--- src/rtl/booth_seq_multiplier.sv ---
// -----------------------------------------------------------------------------
// booth_seq_multiplier
//   Sequential radix-4 Booth multiplier for the MIPS mult/multu path.
//   One Booth digit is retired per clock; a WIDTH x WIDTH product takes
//   ITER = WIDTH/2+1 RUN cycles followed by a single DONE cycle.
//
// Handshake:
//   Start is sampled only in IDLE (Busy=0). On acceptance A, B and Signed
//   are latched and later changes on those inputs are ignored. Busy is high
//   in RUN and DONE. Done is a one-cycle pulse in DONE, in the same cycle
//   that Hi/Lo first show the new product. A Start seen while Busy=1 is
//   dropped (neither queued nor restarting).
//
// Ports:
//   CLK         in   rising-edge clock
//   RSTn        in   asynchronous active-low reset
//   Start       in   operation request
//   Signed      in   1 = signed (mult), 0 = unsigned (multu)
//   A           in   multiplicand [WIDTH-1:0]
//   B           in   multiplier   [WIDTH-1:0]
//   Busy        out  operation in flight (RUN or DONE)
//   Done        out  one-cycle result-valid pulse
//   Hi          out  upper half of product, held until next result
//   Lo          out  lower half of product, held until next result
//   dbg_state_o out  current FSM state (0=IDLE, 1=RUN, 2=DONE)
// -----------------------------------------------------------------------------
module booth_seq_multiplier #(
  parameter int WIDTH = 32
) (
  input  logic             CLK,
  input  logic             RSTn,
  input  logic             Start,
  input  logic             Signed,
  input  logic [WIDTH-1:0] A,
  input  logic [WIDTH-1:0] B,
  output logic             Busy,
  output logic             Done,
  output logic [WIDTH-1:0] Hi,
  output logic [WIDTH-1:0] Lo,
  output logic [1:0]       dbg_state_o
);

  localparam int ITER  = WIDTH / 2 + 1;
  // Operands are extended by two bits so that multu of an operand with the
  // MSB set still sees a positive value in the top Booth digit.
  localparam int XW    = WIDTH + 2;
  // Headroom beyond 2*WIDTH keeps the shifted multiples from wrapping into
  // the product bits; only acc[2*WIDTH-1:0] is ever reported.
  localparam int ACC_W = 2 * WIDTH + 4;
  localparam int CW    = $clog2(ITER + 1);
  localparam logic [CW-1:0] LAST_DIGIT = CW'(ITER - 1);

  typedef enum logic [1:0] {
    ST_IDLE = 2'd0,
    ST_RUN  = 2'd1,
    ST_DONE = 2'd2
  } state_e;

  state_e           state_q;
  logic [XW-1:0]    mcand_q;   // extended multiplicand
  logic [XW:0]      mplier_q;  // {extended multiplier, Bx[-1]=0}, shifted right 2 per digit
  logic [CW-1:0]    cnt_q;     // digit index being processed
  logic [ACC_W-1:0] acc_q;
  logic [WIDTH-1:0] hi_q;
  logic [WIDTH-1:0] lo_q;
  logic             busy_q;
  logic             done_q;

  // ---------------------------------------------------------------------------
  // Operand extension at acceptance
  // ---------------------------------------------------------------------------
  logic [XW-1:0] a_ext;
  logic [XW-1:0] b_ext;

  always_comb begin
    a_ext = Signed ? {{2{A[WIDTH-1]}}, A} : {2'b00, A};
    b_ext = Signed ? {{2{B[WIDTH-1]}}, B} : {2'b00, B};
  end

  // ---------------------------------------------------------------------------
  // Booth digit encode, multiple select and accumulate
  // ---------------------------------------------------------------------------
  logic [2:0]       triplet;
  logic             sel_one;
  logic             sel_two;
  logic             neg;
  logic [XW:0]      multiple;
  logic [ACC_W-1:0] mult_ext;
  logic [ACC_W-1:0] shifted;
  logic [ACC_W-1:0] addend;
  logic [ACC_W-1:0] acc_d;

  always_comb begin
    // The low three bits of the shifting multiplier register are always
    // {Bx[2i+1], Bx[2i], Bx[2i-1]} for the current digit i.
    triplet = mplier_q[2:0];
    sel_one = 1'b0;
    sel_two = 1'b0;
    neg     = 1'b0;
    case (triplet)
      3'b001, 3'b010: sel_one = 1'b1;
      3'b011:         sel_two = 1'b1;
      3'b100:         begin sel_two = 1'b1; neg = 1'b1; end
      3'b101, 3'b110: begin sel_one = 1'b1; neg = 1'b1; end
      default:        ; // 000, 111 -> zero multiple
    endcase

    multiple = '0;
    if (sel_two)      multiple = {mcand_q, 1'b0};
    else if (sel_one) multiple = {mcand_q[XW-1], mcand_q};

    mult_ext = {{(ACC_W - XW - 1){multiple[XW]}}, multiple};
    shifted  = mult_ext << {cnt_q, 1'b0};

    // Subtraction as invert plus carry-in, like the shared adder/subtractor.
    addend = neg ? ~shifted : shifted;
    acc_d  = acc_q + addend + {{(ACC_W - 1){1'b0}}, neg};
  end

  // ---------------------------------------------------------------------------
  // Control FSM with registered outputs
  // ---------------------------------------------------------------------------
  always_ff @(posedge CLK or negedge RSTn) begin
    if (!RSTn) begin
      state_q  <= ST_IDLE;
      mcand_q  <= '0;
      mplier_q <= '0;
      cnt_q    <= '0;
      acc_q    <= '0;
      hi_q     <= '0;
      lo_q     <= '0;
      busy_q   <= 1'b0;
      done_q   <= 1'b0;
    end else begin
      case (state_q)
        ST_IDLE: begin
          if (Start) begin
            mcand_q  <= a_ext;
            mplier_q <= {b_ext, 1'b0};
            cnt_q    <= '0;
            acc_q    <= '0;
            busy_q   <= 1'b1;
            state_q  <= ST_RUN;
          end
        end
        ST_RUN: begin
          acc_q    <= acc_d;
          mplier_q <= {2'b00, mplier_q[XW:2]};
          cnt_q    <= cnt_q + 1'b1;
          if (cnt_q == LAST_DIGIT) begin
            hi_q    <= acc_d[2*WIDTH-1:WIDTH];
            lo_q    <= acc_d[WIDTH-1:0];
            done_q  <= 1'b1;
            state_q <= ST_DONE;
          end
        end
        ST_DONE: begin
          done_q  <= 1'b0;
          busy_q  <= 1'b0;
          state_q <= ST_IDLE;
        end
        default: begin
          done_q  <= 1'b0;
          busy_q  <= 1'b0;
          state_q <= ST_IDLE;
        end
      endcase
    end
  end

  assign Busy        = busy_q;
  assign Done        = done_q;
  assign Hi          = hi_q;
  assign Lo          = lo_q;
  assign dbg_state_o = state_q;

endmodule
--- config.mk ---
export PLATFORM = sky130hd
export DESIGN_NAME = booth_seq_multiplier
export DESIGN_NICKNAME = d
export VERILOG_FILES = /design/src/rtl/booth_seq_multiplier.sv
export SDC_FILE = /design/constraint.sdc
export NUM_CORES = 1
export LEC_CHECK = 0
export CELL_PAD_IN_SITES_DETAIL_PLACEMENT = 1
export CELL_PAD_IN_SITES_GLOBAL_PLACEMENT = 1
export CORE_UTILIZATION = 49
export DETAILED_ROUTE_END_ITERATION = 8
export GPL_TIMING_DRIVEN = 0
export PLACE_DENSITY = 0.95
export SYNTH_ARGS = -nofsm -noshare
export SYNTH_HDL_FRONTEND = slang
export SYNTH_SLANG_ARGS = --single-unit
--- constraint.sdc ---
create_clock -name CLK -period 10.4 [get_ports CLK]
set_input_delay 1.04 -clock CLK [delete_from_list [all_inputs] [get_ports CLK]]
set_output_delay 1.04 -clock CLK [all_outputs]
set_load 0.05 [all_outputs]
==> metrics.txt, run 1 <==
via count 16,200; Post-synth EDFFs 0; row count 65; Setup crit start kind flop; Syn Nets between 2,000 and 2,500; Buf+Inv Stages, Crit Path 4; vias in the first global route ~17,000; PortBufs 135; syn_area_per_cell ~8.4 um^2; Fin. Hold Viols 0; GR Util All Layers 38.5%; Critical-path top delay cell mux4_2; Finish-stage setup viols 0; reg-to-reg endpoint Hi[28]; Crit path max-delay family compound AO/OA/AOI/OAI gates; HP Start Lo[28]; kind of critical path reg2reg; clk sinks a little over 200; wire length per cell 25.5 um; sequential share of the synthesized area 31.8%; hold_buf cts 0; initial antenna violation count 1; Reg clk slew, reported paths around 0.060 ns; CTS buffer count 24; Synth Area in Simple Gates about a fifth; status finished, final reports clean; mean number of vias per cell 6.44; Synth Area in Compound Gates 24.4%; Die Width 183 um; RSZ-0062 raised after global routing false; #FFs+latches synth 204; Fmax achieved 0.153 GHz; Yosys top cell area share 31.8%; ys flop type dfrtp_1; CTS Buffer Depth 3; Layout area overhead 17.0%; first-pass detailed-route iteration total 5; maximum fanout along the worst path 10; Worst Hold Depth 2; max-slew violation count 0; max cap viols 0; Worst Max-Slew Pin Slew 1.21 ns; post-synthesis adder-cell area fraction 5.58%; Worst Setup End Kind flop; Clk Latency, worst-skew pair 0.56 ns; IO Pins 136; fin util approximately three fifths; Worst path max stage delay 0.54 ns; type of the most critical hold path reg2reg; Layout Skew ~0.026 ns; remaining antenna violation count 0; Post-Synth XOR/XNOR Area 6.49%; Layout Cells excl Fill 2,513; H-tree levels 1; GP Congestion 1.01; Die H 183 um; Relative slew margins between 15 and 20%; Worst Reg2Reg Path Length in Cells 20; root buf cell clkbuf_16; synth unique cells 77; Required @ worst endpoint 10.82 ns; Cell Area, Synth 0.0161 mm^2; placed insts around 2,500; Cells after Synth 1,900; fillers around 3,800; largest family of logic cells by synthesized area compound AO/OA/AOI/OAI gates; HPWL Detailed between 40,000 and 50,000 um; Initial Util 50.4%; area of the core 0.0319 mm^2; Synth area leaders dfrtp_1 32%, nand2_1 7.2%, ha_1 5.5%; CTS tree yes; worst r2r src mplier_q[1]; Final min period 6.51 ns; R2R Setup Slk 3.89 ns; WP data arrival 6.94 ns; Post-CTS Setup Repair Bufs 0; worst path cell trace buf_2 > xor2_1 > buf_2 > buf_2 > a22oi_1 > mux4_2 > mux2i_1 > nor2_1 > nor3_1 > xor2_1 > ha_1 > clkbuf_1 > nand4_1 > nor4_1 > o2111ai_1 > nand3_1 > a41oi_1 > o31ai_1 > xor2_1 > mux2_2; final worst-path cycle share 62.6%; share of cells above drive strength 1 6.60%; Overflow after GRT 0; hold worst-path end Lo[28]; leading area contributor after synthesis dfrtp_1; first-pass GRT wire length 101,000 um; pin count of the biggest net entering global routing about 110; drc violations 0; detailed router's first-iteration violation count between 1,000 and 1,500; synth cell count leaders 307 x nand2_1, 204 x dfrtp_1, 170 x a21oi_1; Final #Nets 2,201; Die Area 0.0335 mm^2; top-count cell post-synth nand2_1; final WL 64,000 um; synth warn 0; CTS resizes 0; post-synthesis mux area share 8.39%; fraction of registers with async set/reset 100%
==> cell families (layout without fill, tap and decap cells) <==
| family | after synthesis | in the layout |
|---|---|---|
| mux | 107 | 107 |
| other cells | 0 | 1 |
| xor+xnor | 119 | 119 |
| compound gates | 588 | 588 |
| buf+inv | 176 | 353 |
| simple gates | 635 | 635 |
| flops | 204 | 204 |
| fa+ha+maj | 71 | 71 |
==> flip-flops by register name, indices dropped and copies added (netlist names), 2 cells and up <==
name         cells
acc_q           64
mplier_q        34
mcand_q         33
Hi              32
Lo              32
cnt_q            5
dbg_state_o      2
==> layout by cell type, fill, tap and decap left out, types with 33 or more instances in the layout <==
master,netlist,final
xor2_1,65,65
mux2_2,36,36
nor2b_1,44,44
ha_1,70,70
dfrtp_1,204,204
o21ai_0,98,98
nand3b_1,34,34
clkdlybuf4s50_1,0,134
nor2_1,83,83
a22oi_1,48,48
inv_1,33,33
xnor2_1,54,54
nand2_1,307,307
a22o_1,63,63
a21oi_1,170,170
nand4_1,36,36
clkbuf_1,95,100
a21o_1,38,38
mux2i_1,52,52
==> routing by layer <==
metal	share of wire, %	vias to the layer above	global-route usage [%]
met5	0	-	0
met4	5.2	0	18.1
met3	5.8	187	5.78
met2	48	652	65.8
met1	41	8122	47.7
li1	-	7228	-
==> how the worst max path moves through the flow <==
| stage | startpoint | endpoint | slack [ns] | cells past startpoint |
|---|---|---|---|---|
| 6_report | mplier_q[1] | Hi[28] | 3.89 | 20 |
| 3_5_place_dp | mplier_q[1] | Hi[19] | 4.09 | 21 |
| 5_1_grt | mplier_q[1] | Hi[28] | 3.58 | 20 |
| 4_1_cts | mplier_q[1] | Hi[19] | 4.03 | 21 |
| 2_1_floorplan | mplier_q[2] | Hi[19] | 5.54 | 23 |
| 3_3_place_gp | RSTn | mcand_q[22] | -0.15 | 1 |
==> through the flow <==
step	hold WS, ns	setup WS, ns	setup TNS, ns	area (um^2)
2_1_floorplan	0.455	5.54	0	16100
3_3_place_gp	0.457	-0.151	-25.30	17900
3_5_place_dp	0.462	4.09	0	18000
4_1_cts	0.478	4.03	0	18800
5_1_grt	0.508	3.58	0	18800
6_report	0.471	3.89	0	18800
==> area by class of cell <==
type	count	area, um^2	area share [%]
inverter	37	139	0.740
clock buffer	35	713	3.80
sequential	204	5100	27.2
buffer	139	558	2.97
tap	435	544	2.90
clock inverter	6	82.6	0.440
multi-input combinational	1520	10300	54.6
timing repair buffer	136	1380	7.37
antenna	1	2.50	0.0133
==> worst reg2reg max path, stage by stage (launching register included) <==
cell and delay, ns:
dfrtp_1 0.37, buf_2 0.25, xor2_1 0.43, buf_2 0.32, buf_2 0.27, a22oi_1 0.13, mux4_2 0.54, mux2i_1 0.44
nor2_1 0.08, nor3_1 0.19, xor2_1 0.14, ha_1 0.31, clkbuf_1 0.31, nand4_1 0.26, nor4_1 0.44, o2111ai_1 0.36
nand3_1 0.27, a41oi_1 0.38, o31ai_1 0.45, xor2_1 0.18, mux2_2 0.30
Power of run 1 is not shown: default switching activity piles up to over one toggle a cycle in this logic, so the estimate is an artifact.
==> run 2, diff against run 1 <==
Settings changed: CORE_UTILIZATION 49 to 41, PLACE_DENSITY 0.95 to 0.87.
Clock period 10.4 ns to 5.89 ns, I/O delays scaled along.
==> run 2 against run 1 <==
Effect of this change: cell area is 3.9% higher; first-iteration DRC count is 5.8% lower; hold slack worse by 0.47 ns; clock-buffer cell count is 1 lower; via count is 1.9% lower; critical path depth stayed put; utilization is 8.4 points lower; critical endpoint is now Hi[27]; clock skew is 0.017 ns lower; cell count is 3.9% higher; wire length is 2.4% lower; sequential share of layout area is 1.0 points lower; global-route usage is 7.5 points lower.
==> metrics.txt, run 2 (same netlist as run 1, synthesis figures left out) <==
Worst Max-Slew Pin Slew 1.11 ns; CTS tree yes; Relative slew margins 25.7%; pin count of the biggest net entering global routing about 110; Final min period 5.82 ns; CTS Buffer Depth 3; n_diodes 0; Die Width 200 um; maximum fanout along the worst path 10; Final #Nets approximately 2,200; final WL 62,400 um; Overflow after GRT 0; mean number of vias per cell 6.08; fillers 4,572; row count 72; Die H 200 um; IO Pins 136; GR Util All Layers 30.9%; Layout area overhead 21.5%; share of cells above drive strength 1 10.7%; Layout Cells excl Fill 2,610; drc violations 0; clk sinks 204; Setup crit start kind flop; first-pass GRT wire length approximately 95,000 um; via count 15,900; Die Area roughly 0.04 mm^2; Layout Skew 0.00901 ns; HPWL Detailed 47,300 um; Finish-stage setup viols 0; vias in the first global route 16,200; remaining antenna violation count 0; CTS buffer count 25; Reg clk slew, reported paths around 0.06 ns; most frequent cells in the layout 307 x nand2_1, 203 x dfrtp_1, 160 x a21oi_1, 134 x clkdlybuf4s50_1, 93 x o21ai_0; status finished, final reports clean; Initial Util 41.5%; Setup TNS 0 ns; Worst Setup End Kind flop; R2R Setup Slk 0.07 ns; detailed router's first-iteration violation count roughly 1,100; Required @ worst endpoint 6.39 ns; H-tree levels 1; final worst-path cycle share between 90% and 100%; Most flops, register acc_q; post-place setup slack -0.458 ns; Clk Latency, worst-skew pair 0.56 ns; placed insts 2,554; hold_buf cts 0; max reg flops 64; root buf cell clkbuf_16; GP Congestion slightly below 1; PortBufs between 100 and 150; max-slew violation count 0; wire length per cell approximately 24 um; area of the core 0.0386 mm^2; WP data arrival 6.32 ns; max cap viols 0; final worst setup slack 0.0714 ns; kind of critical path reg2reg; Fin. Hold Viols 0; first-pass detailed-route iteration total 5; type of the most critical hold path in2async; Largest regs acc_q: 64 flops, mplier_q: 34 flops, mcand_q: 33 flops; Fmax achieved 0.172 GHz; commonest non-fill, non-tap cell in the layout nand2_1; initial antenna violation count 0
[run 2: cell count changes in the layout (fill, tap and decap cells not counted), sizes merged]
cell	previous run	this run
buf	45	53
bufinv	2	4
clkbuf	131	134
diode	1	0
inv	37	39
[run 2: through the flow]
stage          utilization [%]  hold slack [ns]  area (um^2)
3_3_place_gp              46.7            0.458        18100
5_1_grt                   50.5           0.0746        19500
6_report                  50.5         0.000926        19500
3_5_place_dp              46.8            0.463        18100
2_1_floorplan                -            0.293        16100
4_1_cts                   49.4           0.0538        19100
[run 2: final timing paths]
path	startpoint	to	cells past startpoint
max	mplier_q[0]	Hi[27]	20
min reg2reg	Hi[4]	Hi[4]	2
min in group CLK	Hi[4]	Hi[4]	2
max reg2reg	mplier_q[0]	Hi[27]	20
min	RSTn	mplier_q[22]	1
max in group asynchronous	RSTn	mplier_q[0]	2
[run 2: routing by layer]
metal / track usage (%) / vias up / routed length [um]
met2: 51.5 / 510 / 29500
li1: - / 7259 / -
met5: 0 / - / 0
met3: 3.66 / 144 / 3100
met4: 14.4 / 0 / 3010
met1: 40.1 / 7967 / 26800
[run 2: critical path, stage by stage (launching register included)]
cell and delay, ns:
dfrtp_2 0.42, clkbuf_4 0.24, buf_2 0.26, clkbuf_4 0.25, nand3b_1 0.11, a32oi_2 0.33, mux2i_1 0.16, mux2i_1 0.32
mux2i_1 0.20, mux2_2 0.34, nand2_1 0.14, o21ai_0 0.19, xnor2_1 0.23, ha_2 0.48, and3_1 0.30, nand3_1 0.32
or4_1 0.69, nand3_1 0.13, a21oi_1 0.08, xnor2_1 0.33, mux2_2 0.23
[run 2: cell type report]
| class | instances | area [um^2] | area share, % |
|---|---|---|---|
| Buffer | 135 | 573 | 2.94 |
| Clock buffer | 34 | 729 | 3.74 |
| Clock inverter | 10 | 175 | 0.898 |
| Inverter | 37 | 139 | 0.712 |
| Multi-Input combinational cell | 1520 | 10600 | 54.5 |
| Sequential cell | 204 | 5110 | 26.2 |
| Tap cell | 518 | 648 | 3.32 |
| Timing Repair Buffer | 152 | 1500 | 7.71 |
[run 2: what timing repair did]
action                     in CTS  in global routing
pin swaps                       1                 14
setup buffers                   1                 15
resized for setup              24                 66
hold endpoints to repair        0                  0
setup endpoints to repair      33                 43
Power of run 2 is left out for the same reason.
==> run 3, diff against run 2 <==
Settings changed: SETUP_SLACK_MARGIN from default to 0.3.
==> run 3 against run 2 <==
Effect of this change: flip-flop and latch count unchanged; die area unchanged; largest cell class unchanged; clock skew is 0.0033 ns higher; global-route usage increased by 0.30 points; highest routed layer unchanged.
==> metrics.txt, run 3 (same netlist as run 1, synthesis figures left out) <==
status finished, final reports clean; Die H 200 um; max cap viols 0; Clk Latency, worst-skew pair 0.56 ns; root buf cell clkbuf_16; Initial Util about two fifths; CTS buffer count 25; Layout Skew 0.0123 ns; final WL between 60,000 and 70,000 um; final worst-path cycle share between 90% and 100%; wire length per cell 24.2 um; via count 16,100; Overflow after GRT 0; Largest regs acc_q: 64 flops, mplier_q: 34 flops, mcand_q: 33 flops; kind of critical path reg2reg; Worst Reg2Reg Path Length in Cells 24; max reg flops 64; GR Util All Layers 31.2%; commonest non-fill, non-tap cell in the layout nand2_1; H-tree levels 1; Relative slew margins 24.4%; RSZ-0062 raised after global routing true; Required @ worst endpoint about 6.4 ns; vias in the first global route 16,400; pin count of the biggest net entering global routing 109; Final min period ~5.6 ns; maximum fanout along the worst path 10; Layout area overhead 25.1%; Worst Setup End Kind flop; Reg clk slew, reported paths 0.06 ns; Die Area about 0.040 mm^2; Most flops, register acc_q; Fmax achieved 0.180 GHz; initial antenna violation count 0; PortBufs 135; HPWL Detailed 47,300 um; Finish-stage setup viols 0; share of cells above drive strength 1 14.4%; CTS tree yes; detailed router's first-iteration violation count 1,093; most frequent cells in the layout 307 x nand2_1, 202 x dfrtp_1, 149 x a21oi_1, 134 x clkdlybuf4s50_1, 90 x o21ai_0; Die Width 200 um; max-slew violation count 0; Layout Cells excl Fill 2,637; n_diodes 0; remaining antenna violation count 0; clk sinks 204; worst r2r src mplier_q[2]; IO Pins 136; GP Congestion 0.973; Setup crit start kind flop; mean number of vias per cell about 6; first-pass detailed-route iteration total 5; drc violations 0; placed insts 2,554; type of the most critical hold path in2async; reg-to-reg endpoint Hi[23]; first-pass GRT wire length 96,400 um; WP data arrival 6.05 ns; row count 72; Fin. Hold Viols 0; Worst Max-Slew Pin Slew 1.13 ns; CTS Buffer Depth 3; Final #Nets ~2,200; area of the core 0.0386 mm^2; R2R Setup Slk ~0.33 ns
## run 3: critical path: stages, from the launching register on
cell	delay, ns
dfrtp_1	0.38
buf_6	0.15
nor2b_1	0.15
buf_6	0.14
mux2_4	0.32
buf_8	0.15
a22o_1	0.19
mux4_2	0.54
mux2i_2	0.23
nor2_1	0.09
a21oi_2	0.22
nor2_1	0.10
xor2_1	0.20
ha_1	0.42
nand4_4	0.12
nor4_4	0.38
buf_4	0.17
o211ai_1	0.13
o41ai_4	0.09
buf_4	0.20
nor2_2	0.08
o21ai_2	0.24
a31oi_4	0.20
or4_1	0.54
nand3_1	0.09
## run 3: final cells by class
cell class | instances | area (um^2)
plain buffers | 139 | 656
clock buffers | 34 | 729
clock inverters | 10 | 175
fillers | 4523 | 18600
inverters | 37 | 139
multi-input cells | 1520 | 10900
flip-flops and latches | 204 | 5110
well taps | 518 | 648
repair buffers | 175 | 1690
## run 3: timing repair
| action | in CTS | in global routing |
|---|---|---|
| hold buffers | 0 | 0 |
| gates cloned | 0 | 1 |
| pin swaps | 13 | 29 |
| gates resized for setup | 66 | 120 |
| setup endpoints to repair | 54 | 44 |
| buffers inserted | 14 | 24 |
## run 3: per-layer routing
layer	routed length, um	vias to the layer above	share of wire [%]	GRT usage, %
met4	2660	0	4.2	11.8
met1	27300	8078	43	40.8
met3	2820	144	4.4	3.09
met2	31000	540	49	53.3
li1	-	7324	-	-
met5	0	-	0	0
## run 3: worst max path at each step
stage	from	end	slack [ns]
2_1_floorplan	mplier_q[2]	Hi[19]	1.03
3_3_place_gp	RSTn	Lo[17]	-4.48
3_5_place_dp	mplier_q[1]	Hi[26]	-0.46
4_1_cts	mplier_q[2]	Hi[19]	0.30
5_1_grt	mplier_q[0]	Hi[18]	0.18
6_report	mplier_q[2]	Hi[23]	0.33
## run 3: stage by stage
stage | worst slack (ns) | hold WS (ns) | cell area, um^2 | utilization [%] | TNS, ns
2_1_floorplan | 1.03 | 0.293 | 16100 | - | 0
3_3_place_gp | -4.48 | 0.458 | 18100 | 46.7 | -913.52
3_5_place_dp | -0.458 | 0.463 | 18100 | 46.8 | -6.53
4_1_cts | 0.304 | 0.0538 | 19400 | 50.1 | 0
5_1_grt | 0.175 | 0.0825 | 20100 | 52.0 | 0
6_report | 0.329 | 0.0160 | 20100 | 52.0 | 0
Power of run 3 is left out for the same reason.
